$ cat config.mk
export PLATFORM = sky130hd
export DESIGN_NAME = uart_tx_flat
export DESIGN_NICKNAME = d
export VERILOG_FILES = /design/src/rtl/uart_pkg.sv /design/src/rtl/uart_tx_if.sv /design/src/rtl/uart_baud_tick.sv /design/src/rtl/uart_tx.sv /design/src/flat_wrapper.sv
export SDC_FILE = /design/constraint.sdc
export NUM_CORES = 1
export LEC_CHECK = 0
export CORE_MARGIN = 1
export CORE_UTILIZATION = 25
export CTS_BUF_LIST = sky130_fd_sc_hd__clkbuf_8
export CTS_CLUSTER_DIAMETER = 80
export DETAILED_ROUTE_END_ITERATION = 8
export GPL_TIMING_DRIVEN = 0
export SYNTH_ARGS = -nofsm -noshare
export SYNTH_HDL_FRONTEND = slang
export SYNTH_HIERARCHICAL = 1
export SYNTH_SLANG_ARGS = --single-unit
$ cat constraint.sdc
create_clock -name clk -period 2.2 [get_ports clk]
set_clock_uncertainty 0.2 [all_clocks]
set_input_delay 0.44 -clock clk [delete_from_list [all_inputs] [get_ports clk]]
set_output_delay 0.44 -clock clk [all_outputs]
set_load 0.005 [all_outputs]
$ cat src/rtl/uart_pkg.sv
// Shared UART definitions: state encoding, default timing constants and clog2.
// Reused by the matching receiver.
package uart_pkg;

    localparam int DEFAULT_CLKS_PER_BIT = 16;
    localparam int DEFAULT_DATA_BITS    = 8;

    typedef enum logic [2:0] {
        IDLE,
        START,
        DATA,
        PARITY,
        STOP
    } uart_state_t;

    function automatic int clog2(input int value);
        int result;
        int v;
        result = 0;
        v = value - 1;
        while (v > 0) begin
            result++;
            v = v >> 1;
        end
        return result;
    endfunction

endpackage

$ cat src/rtl/uart_tx_if.sv
// Byte-level valid/ready handshake into the UART transmitter.
interface uart_tx_if #(
    parameter int DATA_BITS = uart_pkg::DEFAULT_DATA_BITS
);
    logic [DATA_BITS-1:0] tx_data;
    logic                 tx_valid;
    logic                 tx_ready;

    modport master (output tx_data, output tx_valid, input tx_ready);
    modport slave  (input tx_data, input tx_valid, output tx_ready);
endinterface

$ cat src/rtl/uart_baud_tick.sv
// Bit-period divider: counts 0..CLKS_PER_BIT-1 and ticks on the last cycle.
module uart_baud_tick
    import uart_pkg::*;
#(
    parameter int CLKS_PER_BIT = DEFAULT_CLKS_PER_BIT
) (
    input  logic clk,
    input  logic rst,
    input  logic clear,
    output logic tick
);
    localparam int W = clog2(CLKS_PER_BIT);
    localparam logic [W-1:0] LAST = W'(CLKS_PER_BIT - 1);

    logic [W-1:0] cnt;

    always_ff @(posedge clk) begin
        if (rst || clear) begin
            cnt <= '0;
        end else if (cnt == LAST) begin
            cnt <= '0;
        end else begin
            cnt <= cnt + 1'b1;
        end
    end

    assign tick = (cnt == LAST);
endmodule

$ cat src/rtl/uart_tx.sv
// UART transmitter: start bit, data LSB first, optional parity, 1 or 2 stop bits.
// All outputs are registered; tx falls on the handshake edge.
module uart_tx
    import uart_pkg::*;
#(
    parameter int CLKS_PER_BIT = DEFAULT_CLKS_PER_BIT,
    parameter int DATA_BITS    = DEFAULT_DATA_BITS,
    parameter int PARITY_EN    = 0,
    parameter int PARITY_ODD   = 0,
    parameter int STOP_BITS    = 1
) (
    input  logic          clk,
    input  logic          rst,
    uart_tx_if.slave      bus,
    output logic          tx,
    output logic          tx_busy
);
    localparam int BCW = clog2(DATA_BITS + 1);
    localparam logic [BCW-1:0] LAST_BIT  = BCW'(DATA_BITS - 1);
    localparam logic [BCW-1:0] LAST_STOP = BCW'(STOP_BITS - 1);

    uart_state_t          state;
    logic [DATA_BITS-1:0] shreg;
    logic [BCW-1:0]       bit_cnt;
    logic                 parity_bit;
    logic                 ready_q;
    logic                 tick;

    // Divider is held clear in IDLE so START always gets a full bit period;
    // all other state changes land on its wrap.
    uart_baud_tick #(
        .CLKS_PER_BIT(CLKS_PER_BIT)
    ) u_baud (
        .clk   (clk),
        .rst   (rst),
        .clear (state == IDLE),
        .tick  (tick)
    );

    assign bus.tx_ready = ready_q;

    always_ff @(posedge clk) begin
        if (rst) begin
            state      <= IDLE;
            tx         <= 1'b1;
            ready_q    <= 1'b1;
            tx_busy    <= 1'b0;
            bit_cnt    <= '0;
            shreg      <= '0;
            parity_bit <= 1'b0;
        end else begin
            case (state)
                IDLE: begin
                    if (bus.tx_valid) begin
                        shreg      <= bus.tx_data;
                        parity_bit <= (^bus.tx_data) ^ 1'(PARITY_ODD);
                        state      <= START;
                        tx         <= 1'b0;
                        ready_q    <= 1'b0;
                        tx_busy    <= 1'b1;
                    end
                end
                START: begin
                    if (tick) begin
                        state   <= DATA;
                        bit_cnt <= '0;
                        tx      <= shreg[0];
                    end
                end
                DATA: begin
                    if (tick) begin
                        shreg <= shreg >> 1;
                        if (bit_cnt == LAST_BIT) begin
                            bit_cnt <= '0;
                            if (PARITY_EN != 0) begin
                                state <= PARITY;
                                tx    <= parity_bit;
                            end else begin
                                state <= STOP;
                                tx    <= 1'b1;
                            end
                        end else begin
                            bit_cnt <= bit_cnt + 1'b1;
                            tx      <= shreg[1];
                        end
                    end
                end
                PARITY: begin
                    if (tick) begin
                        state   <= STOP;
                        bit_cnt <= '0;
                        tx      <= 1'b1;
                    end
                end
                STOP: begin
                    if (tick) begin
                        if (bit_cnt == LAST_STOP) begin
                            state   <= IDLE;
                            ready_q <= 1'b1;
                            tx_busy <= 1'b0;
                        end else begin
                            bit_cnt <= bit_cnt + 1'b1;
                        end
                        tx <= 1'b1;
                    end
                end
                default: begin
                    state   <= IDLE;
                    tx      <= 1'b1;
                    ready_q <= 1'b1;
                    tx_busy <= 1'b0;
                end
            endcase
        end
    end
endmodule

$ cat src/flat_wrapper.sv
// flat-port wrapper written by rule: the top's interface ports become plain ports
module uart_tx_flat import uart_pkg::*;
#(
    parameter int CLKS_PER_BIT = DEFAULT_CLKS_PER_BIT,
    parameter int DATA_BITS    = DEFAULT_DATA_BITS,
    parameter int PARITY_EN    = 0,
    parameter int PARITY_ODD   = 0,
    parameter int STOP_BITS    = 1
)
  (clk, rst, tx, tx_busy, bus_tx_data, bus_tx_valid, bus_tx_ready);
  uart_tx_if #(.DATA_BITS(DATA_BITS)) bus_i ();
  input  logic clk;
  input  logic rst;
  output logic tx;
  output logic tx_busy;
  input wire logic [$bits(bus_i.tx_data)-1:0] bus_tx_data;
  input wire logic [$bits(bus_i.tx_valid)-1:0] bus_tx_valid;
  output wire logic [$bits(bus_i.tx_ready)-1:0] bus_tx_ready;
  assign bus_i.tx_data = bus_tx_data;
  assign bus_i.tx_valid = bus_tx_valid;
  assign bus_tx_ready = bus_i.tx_ready;
  uart_tx #(.CLKS_PER_BIT(CLKS_PER_BIT), .DATA_BITS(DATA_BITS), .PARITY_EN(PARITY_EN), .PARITY_ODD(PARITY_ODD), .STOP_BITS(STOP_BITS)) u_core (.clk(clk), .rst(rst), .bus(bus_i), .tx(tx), .tx_busy(tx_busy));
endmodule
==> results.py <==
metrics = {
    "floorplanning": {
        "rows": 24,
        "floorplan.die_area_um2": 4840,
        "die_y_um": 69.6,
        "start_util_pct": 26.1,
        "io_pins": 14,
        "fp.dieW_um": 69.6,
        "coreArea_um2": 4380,
    },
    "clock_network": {
        "htree_levels": 1,
        "cts_buffers": 3,
        "tritoncts": "yes",
        "clkSlewWorstSetupHoldPaths_ns": 0.08,
        "clk_latency_ns": 0.26,
        "cts_buffer_depth": 2,
        "cts.sinks": 22,
        "cts_root_buffer": "clkbuf_8",
        "cts_hold_buf": 0,
    },
    "power_and_ir_drop": {
        "swShare_pct": 24.0,
        "power_frac_comb_pct": 17.4,
        "power_density_nw_per_um2": 694,
        "internal_power_uw": 758,
        "ir_worst_vdd_uv": 343,
        "leakage_nw": 0.511,
        "seqPwrFrac_pct": 44.7,
        "power.switching_uw": 239,
        "p_clk_share_pct": 37.9,
        "total_power_uw": 997,
    },
    "finish": {
        "seqCellArea_um2": 440,
        "multi_input_area_um2": 654,
        "drive_gt1_share_pct": 14.4,
        "fin_cells": 198,
        "fill_cells": 471,
        "insertedDiodeCount": 0,
        "synthToLayoutAreaGrowth_pct": 25.8,
        "nets": 161,
    },
    "worst_setup_path": {
        "crit_path_end_kind": "flop",
        "arrival_ns": 2.05,
        "startpoint_type": "flop",
        "path_cells": "ha_2 > nand3_2 > inv_2 > nand2_1 > o31a_1 > a221oi_2 > mux2_1",
        "slowest_delay_ns": 0.36,
        "crit_type": "reg -> reg",
        "critPathRequiredTime_ns": 2.15,
        "r2r_end": "u_core/state[1]$_SDFFE_PP0P_",
        "cp_slowest_cell": "dfxtp_1",
        "r2r_cells": 7,
        "crit_fanout": 5,
        "reg2reg_from": "u_core/u_baud/cnt[0]$_SDFF_PP0_",
        "r2r_setup_slack_ns": 0.10,
        "startpoint": "u_core/u_baud/cnt[0]$_SDFF_PP0_",
    },
    "synth": {
        "ys.flop_type": "dfxtp_1",
        "ys_types": 44,
        "synthesis.instances": 127,
        "synth_edf_count": 0,
        "synth_warnings": 6,
        "syn_area_um2": 1140,
        "synth_seq_area_share_pct": 38.6,
        "ys_seq_elements": 22,
        "synthesis.nets": 141,
        "async_reset_ff_share_pct": 0,
        "synth_area_per_cell_um2": 8.99,
    },
    "placed_design": {
        "dp.cells": 192,
        "dpl.hpwl_um": 1700,
        "place_congestion": 0.761,
        "place.port_buffers": 13,
    },
    "hold_path": {
        "min_path_type": "reg -> reg",
        "holdPathEnd": "u_core/u_baud/cnt[0]$_SDFF_PP0_",
        "worstHoldStart": "u_core/u_baud/cnt[0]$_SDFF_PP0_",
        "hold_path_depth": 1,
    },
    "timing": {
        "worst-slew-pin-transition_ns": 0.494,
        "max_freq_mhz": 477,
        "finalHoldViolations": 0,
        "slew-limit-headroom_pct": 67.1,
        "final.min_clock_period_ns": 2.10,
        "slew_viol_final": 0,
        "timing.final.crit_share_pct": 95.4,
        "setup_viol": 0,
    },
    "flow_run": {
        "max_cap_violations": 0,
    },
    "drt": {
        "drt-wirelength-per-cell_um": 11.7,
        "dr.pass1.iters": 4,
        "drt-initial-drc-count": 22,
        "postRouteAntennaNets": 0,
        "via_per_inst": 4.91,
        "num_vias": 973,
        "drc": 0,
        "drt_wl_total_um": 2310,
    },
    "run_status": {
        "status": "finished clean",
    },
    "global_route": {
        "grt_remaining_overflow": 0,
        "grt_pass1_vias": 896,
        "grt_pass1_wl_um": 3950,
        "grt_max_degree": 14,
        "antenna_found_initial": 0,
        "track_usage_pct": 10.0,
    },
}
## power by group through the flow
stage          Clock [mW]  Sequential, mW  Combinational (mW)
6_report            0.378           0.446               0.174
5_1_grt             0.409           0.451               0.194
4_1_cts             0.391           0.446               0.173
3_5_place_dp            0           0.455               0.173
3_3_place_gp            0           0.455               0.172
2_1_floorplan           0           0.452               0.116
## layer usage
metal / part of all wire, % / track usage (%) / up-vias
li1: - / - / 497
met1: 46 / 12.6 / 458
met2: 50 / 16.8 / 16
met5: 0 / 0 / -
met3: 3.2 / 2.62 / 2
met4: 0.86 / 2.72 / 0
## area by class of cell
cell class / count / share of cell area, %
timing repair buffer: 15 / 10.1
sequential: 22 / 30.6
buffer: 8 / 3.22
clock buffer: 3 / 2.87
clock inverter: 1 / 2.09
inverter: 4 / 1.04
multi-input combinational: 93 / 45.5
tap: 52 / 4.53
## through the flow
step	hold slack, ns	utilization [%]	setup TNS (ns)	instance area [µm²]	worst slack (ns)
6_report	0.256	32.8	0	1440	0.102
2_1_floorplan	0.218	-	0	1140	0.217
3_5_place_dp	0.248	30.5	-0.326	1340	-0.0885
4_1_cts	0.260	32.1	0	1410	0.0427
3_3_place_gp	0.237	30.5	-0.502	1340	-0.0818
5_1_grt	0.288	32.8	-0.00636	1440	-0.00636
## synthesized netlist by cell type (2+ instances only)
| library cell | count | area share, % |
|---|---|---|
| mux2i_1 | 9 | 7.9 |
| buf_2 | 4 | 1.8 |
| nor3_1 | 2 | 0.88 |
| nor3_2 | 3 | 2.6 |
| nor2b_1 | 2 | 1.1 |
| nand2_1 | 8 | 2.6 |
| o31a_1 | 2 | 1.5 |
| nand3_1 | 8 | 3.5 |
| ha_1 | 3 | 3.3 |
| nand2b_1 | 2 | 1.1 |
| o21bai_1 | 2 | 1.3 |
| dfxtp_1 | 22 | 39 |
| nor2_1 | 15 | 4.9 |
| inv_1 | 4 | 1.3 |
| a211oi_1 | 7 | 4.6 |
| a21oi_1 | 6 | 2.6 |
## cells by family (layout without fill, tap and decap cells)
group	after synthesis	in the layout	synth area share, %
flops	22	22	38.6
xor+xnor	2	2	1.53
fa+ha+maj	3	3	3.29
mux	10	10	8.87
buf+inv	12	31	5.37
compound gates	30	30	19.8
simple gates	48	48	22.6
## critical path, delay by kind of cell (launching register included)
| kind | cells | cell delay [ns] |
|---|---|---|
| flops | 1 | 0.36 |
| buf+inv | 1 | 0.11 |
| fa+ha+maj | 1 | 0.20 |
| simple gates | 2 | 0.16 |
| mux | 1 | 0.35 |
| compound gates | 2 | 0.61 |
## placed cells by master (no fill, tap or decap), drive strengths merged, types with 2 or more instances in the layout
| master | count |
|---|---|
| nand3 | 8 |
| o21bai | 2 |
| clkbuf | 4 |
| nand2b | 2 |
| ha | 3 |
| o31a | 2 |
| o21ai | 2 |
| a21oi | 6 |
| a211oi | 7 |
| dfxtp | 22 |
| nand2 | 8 |
| nor2b | 2 |
| buf | 9 |
| clkdlybuf4s50 | 13 |
| nor3 | 5 |
| a2111oi | 2 |
| nor2 | 16 |
| inv | 4 |
| mux2i | 9 |
## flip-flops by register name, summed over array words and instances, names as in the netlist
name	count
u_core/bit_cnt	4
u_core/bus.tx_ready	1
u_core/shreg	8
u_core/state	3
u_core/tx	1
u_core/tx_busy	1
u_core/u_baud/cnt	4
## worst max path at each step
stage	to	slack (ns)	cells past startpoint
finish	u_core/state[1]$_SDFFE_PP0P_	0.10	7
global route	u_core/state[1]$_SDFFE_PP0P_	-0.006	7
CTS	u_core/state[1]$_SDFFE_PP0P_	0.04	7
detailed placement	u_core/shreg[2]$_SDFFE_PP0P_	-0.09	6
global placement	u_core/shreg[4]$_SDFFE_PP0P_	-0.08	6
floorplan	u_core/state[1]$_SDFFE_PP0P_	0.22	7
## repair_timing
action	4_1_cts	5_1_grt
setup endpoints to repair	1	4
pin swaps	0	1
gates resized for setup	1	3
setup buffers	0	2
No activity file was read; power rests on OpenSTA's default activity.
